<file path="src/rtl/uart_pkg.sv">
// rtl/uart_pkg.sv - shared UART oversampling constants and transmitter state type
package uart_pkg;

    localparam int OVERSAMPLE = 16;
    localparam int TICK_CNT_W = $clog2(OVERSAMPLE);

    typedef enum logic [2:0] {
        IDLE,
        START,
        DATA,
        PARITY,
        STOP
    } tx_state_t;

endpackage

</file>
<file path="src/rtl/uart_transmitter.sv">
// rtl/uart_transmitter.sv - UART frame serializer with one-entry holding register; UART_TX_PARITY_EN adds even parity
module uart_transmitter
    import uart_pkg::*;
#(
    parameter int DATA_BITS      = 32,
    parameter int STP_BITS_TICKS = 16
) (
    input  logic                 i_clk,
    input  logic                 i_reset,
    input  logic                 i_bd_tick,
    input  logic                 i_tx_start,
    input  logic [DATA_BITS-1:0] i_data,
    output logic                 o_tx_ready,
    output logic                 o_tx,
    output logic                 o_tx_done
);

    // The tick counter also times the stop period, which may exceed one bit.
    localparam int W_TICK = (STP_BITS_TICKS > OVERSAMPLE) ? $clog2(STP_BITS_TICKS) : TICK_CNT_W;
    localparam int W_BIT  = (DATA_BITS > 1) ? $clog2(DATA_BITS) : 1;

    localparam logic [W_TICK-1:0] BIT_LAST_TICK  = W_TICK'(OVERSAMPLE - 1);
    localparam logic [W_TICK-1:0] STOP_LAST_TICK = W_TICK'(STP_BITS_TICKS - 1);
    localparam logic [W_BIT-1:0]  LAST_BIT       = W_BIT'(DATA_BITS - 1);

    tx_state_t            r_state;
    tx_state_t            w_next_state;
    logic [W_TICK-1:0]    r_tick_cnt;
    logic [W_TICK-1:0]    w_next_tick_cnt;
    logic [W_BIT-1:0]     r_bit_cnt;
    logic [W_BIT-1:0]     w_next_bit_cnt;
    logic [DATA_BITS-1:0] r_shift;
    logic [DATA_BITS-1:0] w_next_shift;
    logic [DATA_BITS-1:0] w_shifted;
    logic [DATA_BITS-1:0] r_hold;
    logic                 r_hold_full;
    logic                 r_tx;
    logic                 w_next_tx;
    logic                 r_tx_done;
    logic                 w_next_tx_done;
    logic                 w_load;
    logic                 w_accept;
`ifdef UART_TX_PARITY_EN
    logic                 r_parity;
`endif

    assign w_accept   = i_tx_start && !r_hold_full;
    assign w_shifted  = r_shift >> 1;
    assign o_tx_ready = !r_hold_full;
    assign o_tx       = r_tx;
    assign o_tx_done  = r_tx_done;

    always_comb begin
        w_next_state    = r_state;
        w_next_tick_cnt = r_tick_cnt;
        w_next_bit_cnt  = r_bit_cnt;
        w_next_shift    = r_shift;
        w_next_tx       = r_tx;
        w_next_tx_done  = 1'b0;
        w_load          = 1'b0;

        case (r_state)
            IDLE: begin
                w_next_tx = 1'b1;
                if (r_hold_full) begin
                    w_load = 1'b1;
                end
            end

            START: begin
                if (i_bd_tick) begin
                    if (r_tick_cnt == BIT_LAST_TICK) begin
                        w_next_state    = DATA;
                        w_next_tick_cnt = '0;
                        w_next_bit_cnt  = '0;
                        w_next_tx       = r_shift[0];
                    end else begin
                        w_next_tick_cnt = r_tick_cnt + W_TICK'(1);
                    end
                end
            end

            DATA: begin
                if (i_bd_tick) begin
                    if (r_tick_cnt == BIT_LAST_TICK) begin
                        w_next_tick_cnt = '0;
                        if (r_bit_cnt == LAST_BIT) begin
`ifdef UART_TX_PARITY_EN
                            w_next_state = PARITY;
                            w_next_tx    = r_parity;
`else
                            w_next_state = STOP;
                            w_next_tx    = 1'b1;
`endif
                        end else begin
                            w_next_shift   = w_shifted;
                            w_next_bit_cnt = r_bit_cnt + W_BIT'(1);
                            w_next_tx      = w_shifted[0];
                        end
                    end else begin
                        w_next_tick_cnt = r_tick_cnt + W_TICK'(1);
                    end
                end
            end

`ifdef UART_TX_PARITY_EN
            PARITY: begin
                if (i_bd_tick) begin
                    if (r_tick_cnt == BIT_LAST_TICK) begin
                        w_next_state    = STOP;
                        w_next_tick_cnt = '0;
                        w_next_tx       = 1'b1;
                    end else begin
                        w_next_tick_cnt = r_tick_cnt + W_TICK'(1);
                    end
                end
            end
`endif

            STOP: begin
                if (i_bd_tick) begin
                    if (r_tick_cnt == STOP_LAST_TICK) begin
                        w_next_tx_done  = 1'b1;
                        w_next_tick_cnt = '0;
                        if (r_hold_full) begin
                            w_load = 1'b1;
                        end else begin
                            w_next_state = IDLE;
                            w_next_tx    = 1'b1;
                        end
                    end else begin
                        w_next_tick_cnt = r_tick_cnt + W_TICK'(1);
                    end
                end
            end

            default: begin
                w_next_state = IDLE;
                w_next_tx    = 1'b1;
            end
        endcase

        // Loading from IDLE or straight out of STOP both start a fresh frame.
        if (w_load) begin
            w_next_state    = START;
            w_next_tick_cnt = '0;
            w_next_bit_cnt  = '0;
            w_next_shift    = r_hold;
            w_next_tx       = 1'b0;
        end
    end

    always_ff @(posedge i_clk) begin
        if (i_reset) begin
            r_state    <= IDLE;
            r_tick_cnt <= '0;
            r_bit_cnt  <= '0;
            r_shift    <= '0;
            r_tx       <= 1'b1;
            r_tx_done  <= 1'b0;
        end else begin
            r_state    <= w_next_state;
            r_tick_cnt <= w_next_tick_cnt;
            r_bit_cnt  <= w_next_bit_cnt;
            r_shift    <= w_next_shift;
            r_tx       <= w_next_tx;
            r_tx_done  <= w_next_tx_done;
        end
    end

    always_ff @(posedge i_clk) begin
        if (i_reset) begin
            r_hold      <= '0;
            r_hold_full <= 1'b0;
        end else if (w_load) begin
            r_hold_full <= 1'b0;
        end else if (w_accept) begin
            r_hold      <= i_data;
            r_hold_full <= 1'b1;
        end
    end

`ifdef UART_TX_PARITY_EN
    always_ff @(posedge i_clk) begin
        if (i_reset) begin
            r_parity <= 1'b0;
        end else if (w_load) begin
            r_parity <= ^r_hold;
        end
    end
`endif

endmodule

</file>
<file path="config.mk">
export PLATFORM = sky130hd
export DESIGN_NAME = uart_transmitter
export DESIGN_NICKNAME = d
export VERILOG_FILES = /design/src/rtl/uart_pkg.sv /design/src/rtl/uart_transmitter.sv
export SDC_FILE = /design/constraint.sdc
export NUM_CORES = 1
export LEC_CHECK = 0
export BUFFER_PORTS_ARGS = -buffer_cell sky130_fd_sc_hd__buf_2
export CORE_UTILIZATION = 45
export CTS_CLUSTER_SIZE = 14
export DETAILED_ROUTE_END_ITERATION = 7
export SYNTH_ARGS = -nofsm -noshare
export SYNTH_HDL_FRONTEND = slang
export SYNTH_SLANG_ARGS = --single-unit
</file>
<file path="constraint.sdc">
create_clock -name i_clk -period 2.3 [get_ports i_clk]
set_input_delay 0.345 -clock i_clk [delete_from_list [all_inputs] [get_ports i_clk]]
set_output_delay 0.345 -clock i_clk [all_outputs]
set_load 0.05 [all_outputs]
</file>
## After elaboration in Yosys (flattened, before gate mapping)

Index checks and enable logic that the tools add are counted.

| operators by class | value |
|---|---|
| add/subtract/negate cells | 2 |
| eq/ne operators | 24 |
| multiplexer cells | 37 |
| bitwise gates (word level) | 4 |
| reductions and logical operators | 17 |

Operator list:

| kind | number |
|---|---|
| 32-bit two-way mux | 5 |
| 5-bit two-way mux | 5 |
| 3-bit two-way mux | 8 |
| 3-bit != test, second input constant | 8 |
| 2-bit != test, second input constant | 11 |
| 9-bit AND reduction | 2 |
| 1-bit two-way mux | 14 |
| 3-bit one-hot mux with 4 select lines | 1 |
| 5-bit one-hot mux with 2 select lines | 1 |
| 2-bit nonzero test | 4 |
| 7-bit AND reduction | 1 |
| 6-bit AND reduction | 1 |
| 3-bit OR reduction | 2 |
| 5-bit by 1-bit adder with 5-bit output, second input constant | 1 |
| 5-bit == test, second input constant | 1 |
| 4-bit by 1-bit adder with 4-bit output, second input constant | 1 |
| 4-bit == test, second input constant | 1 |
| 4-bit two-way mux | 1 |
| 1-bit NOT | 4 |
| 2-bit AND reduction | 2 |
| 4-bit AND reduction | 1 |
| 3-bit by 1-bit == test with 1-bit output, second input constant | 1 |
| 3-bit by 2-bit == test with 1-bit output, second input constant | 1 |
| 3-bit == test, second input constant | 1 |
| 6 further kinds | 6 |

| storage, ports and cells | value |
|---|---|
| register bits | 79 |
| output and inout port bits | 3 |
| word-level logic and storage cells | 93 |

## Logic depth before layout (Yosys ltp)

| logic depth | value |
|---|---|
| word-level depth | 6 |
| mapped depth | 8 |

## Least setup slack after synthesis

No wires, ideal clock.

| timing | value |
|---|---|
| kind | register to register |
| start | reg r_bit_cnt[0] |
| end | reg r_bit_cnt[3] |
| setup time | 0.070 ns |
| arrival | 1.873 ns |
| required time | 2.230 ns |
| setup slack | 0.358 ns |
| stages on the path, launching flop included | 8 |
| path buffers | 1 |
| clock period less this slack | 1.942 ns |
| path through | dfxtp_1 -> ha_1 -> and3_1 -> ha_1 -> or3_1 -> buf_2 -> or3_1 -> a21oi_1 |

| on the way | value |
|---|---|
| cells in the longest elaborated chain, start to end | 5 |
| elaborated cells on any way between the ends | 8 |

Ends and longest elaborated chain:

| what | RTL line | source |
|---|---|---|
| start: declaration | uart_transmitter.sv:30 | `logic [W_BIT-1:0] r_bit_cnt;` |
| start signal: assignment | uart_transmitter.sv:164 | `r_bit_cnt <= w_next_bit_cnt;` |
| 5-bit by 1-bit adder with 5-bit output | uart_transmitter.sv:97 | `w_next_bit_cnt = r_bit_cnt + W_BIT'(1);` |
| 5-bit two-way mux | uart_transmitter.sv:87 | `if (r_bit_cnt == LAST_BIT) begin` |
| 5-bit two-way mux | uart_transmitter.sv:85 | `if (r_tick_cnt == BIT_LAST_TICK) begin` |
| 5-bit two-way mux | uart_transmitter.sv:84 | `if (i_bd_tick) begin` |
| 5-bit one-hot mux with 2 select lines | uart_transmitter.sv:62 | `case (r_state)` |

Parallel ways exist; a longest one is shown, timed or not. The select of a mux whose other input is x is not followed.
A chain may end at the register's enable or synchronous reset.

## Worst setup path after layout

| timing | value |
|---|---|
| start | reg r_bit_cnt[0] |
| end | reg r_shift[31] |

| on the way | value |
|---|---|
| cells in the longest elaborated chain, start to end | 3 |

Ends and longest elaborated chain:

| what | RTL line | source |
|---|---|---|
| 5-bit == test | uart_transmitter.sv:87 |  |
| 2-bit != test (no source line) | n/a |  |
| 4-bit AND reduction (no source line) | n/a |  |
| end signal: assignment | uart_transmitter.sv:165 | `r_shift <= w_next_shift;` |
| end: declaration | uart_transmitter.sv:32 | `logic [DATA_BITS-1:0] r_shift;` |

Every way passes these cells.

==> metrics.csv <==
metric,value,unit
outcome,finished clean,
finalWirelength,7425,um
worstPathArrival,2.31,ns
clock_skew,0.01701,ns
finalPower,0.002759,W
area_growth,14.99,%
powerDensity,727.7,nW/um2
vias,2813,
end_kind,flop,
grt_pass1_vias,2626,
hold-path-cell-count,3,
worstMarginPinSlew,0.6871,ns
path_clk_slew,0.09,ns
yosysWarnings,0,
grt_overflow_total,0,
gp_congestion,0.7601,
nNetsFinal,472,
wire_per_inst,13.90,um
final_common_cell,nand2_1,
seq_area_frac_synth,47.97,%
post_cts_buffers,0,
viasPerCell,5.268,
critPathMaxFanout,17,
drt_iter0_markers,126,
synth_fp_nets,440,
ys.flop_type,dfxtp_1,
grt.total_usage,21.45,%
yosys-top-cells-area,"dfxtp_1 48%, nand2_1 12%, a21oi_1 6.2%, a311oi_1 4.3%, o2bb2ai_1 4.3%",
ff2ff_path_depth,7,
post-route-drc-count,0,
synth_top_cell_by_area,dfxtp_1,
syn_area_per_cell,8.222,um2
holdWs,0.2079,ns
synth_edf_count,0,
htree_levels,3,
drive_gt1_share,17.58,%
min_delay_worst_endpoint,r_hold_full,
rrSetupSlack,0.24,ns
root_buffer,clkbuf_8,
die_x,87.60,um
insertion_delay,0.36,ns
io-pin-count,39,
r2r_end,r_shift[31],
crit_required,2.54,ns
initial_utilization,47.48,%
grt_max_degree,51,
fin_setup_tns,0,ns
syn_inst,401,
core-area,6944,um2
antenna_left,0,
grt_setup_unrepaired,false,
io_buffers,38,
setup_viol_count_final,0,
numCtsBuffers,9,
drv_cap,0,
hp-class,in2reg,
hpwl,4795,um
synthArstFlopShare,0,%
fp.dieArea,7673,um2
synth_cell_types,40,
drv_slew,0,
cts.path.max_buffers,2,
dieHeight,87.60,um
leakage,1.435,nW
fillers,687,
relSlewSlack,54.05,%
drtPass1Iterations,4,
ys_ff_latch,79,
fmax,484.5,MHz
worstSetupPathType,reg2reg,
layout_common_cells,"107 x nand2_1, 79 x dfxtp_1, 41 x a21oi_1",
start_kind,flop,
fin_util,54.59,%
hold_viol,0,
worstHoldStart,i_tx_start,
clock-sinks,79,
max-vdd-ir-drop,0.4379,mV
cts_tree,done,
final-seq-area,1582,um2
synth_top_area_share,47.97,%
rows,30,
grt_pass1_wl,12590,um
syn_area,3297,um2
multi_input_area,1575,um2
final.min_clock_period,2.064,ns
r2r_start,r_bit_cnt[0],
num_antenna_cells,0,
min_period_over_period,89.73,%
startpoint,r_bit_cnt[0],
antenna_found_initial,0,
## registers in the layout (all words and copies together) (netlist names)
register     count
r_hold          32
r_bit_cnt        5
o_tx_done        1
o_tx             1
r_tick_cnt       4
r_shift         32
r_state          3
r_hold_full      1
## layout make-up
class                           count  share of cell area (%)
Inverter                            5                  0.4950
Multi-Input combinational cell    285                   41.55
Timing Repair Buffer               53                   8.317
Clock inverter                      7                   1.485
Sequential cell                    79                   41.72
Tap cell                           96                   3.168
Clock buffer                        9                   3.267
## cell usage after synthesis, types with 2 or more instances
library cell  instances
a211oi_1              2
a21oi_1              41
a22oi_1              16
a311oi_1             16
and2_1                2
and3_1                4
buf_2                 7
clkbuf_1             24
dfxtp_1              79
ha_1                  3
inv_1                 5
mux2i_1               2
nand2_1             107
nand2b_1              3
nand3_1               5
nand3b_1              2
nor2_1               27
nor3_1                4
nor3_2                2
nor4_1                2
nor4b_1               2
o21ai_0               9
o2bb2ai_1            16
or3_1                 5
## where the power goes
group / switching, W / total [W] / internal [W]
Combinational: 0.000191 / 0.000307 / 0.000116
Sequential: 0.0000468 / 0.00149 / 0.00144
Clock: 0.000558 / 0.000960 / 0.000402
## worst max path at each step
stage	to
global placement	r_shift[31]
detailed placement	r_shift[5]
floorplan	r_bit_cnt[3]
global route	r_shift[31]
finish	r_shift[31]
CTS	r_shift[31]
## repair_timing
action	in CTS	in global routing
gates resized for setup	0	1
setup endpoints to repair	0	17
hold buffers	0	0
## cell families after synthesis
| kind of cell | Yosys count | synth area share [%] |
|---|---|---|
| XOR/XNOR | 2 | 0.5314 |
| flip-flops | 79 | 47.97 |
| multiplexers | 3 | 0.9488 |
| adder cells (fa/ha/maj) | 3 | 1.139 |
| buffers and inverters | 37 | 4.706 |
| AND/OR/NAND/NOR | 171 | 22.92 |
| AO/OA/AOI/OAI | 106 | 21.78 |
## layer usage
layer | track usage (%) | up-vias | share of wire, %
li1 | - | 1466 | -
met1 | 28.90 | 1292 | 51
met2 | 33.38 | 47 | 45
met3 | 4.807 | 8 | 3.1
met4 | 8.793 | 0 | 1.7
met5 | 0 | - | 0
## metrics by stage
stage / area (um2) / worst slack, ns / instances
2_1_floorplan: 3297 / 0.3575 / 401
3_3_place_gp: 3605 / 0.1732 / 518
3_5_place_dp: 3605 / 0.09997 / 518
4_1_cts: 3785 / 0.06806 / 534
5_1_grt: 3791 / 0.1124 / 534
6_report: 3791 / 0.2362 / 534
## worst max-delay path: stages, from the launching register on
cell	delay, ns
dfxtp_1	0.34
ha_1	0.22
and3_1	0.19
ha_1	0.18
nand2b_1	0.17
nor4_1	0.41
nor3_4	0.20
a32o_1	0.24
No activity file was read; power rests on OpenSTA's default activity.
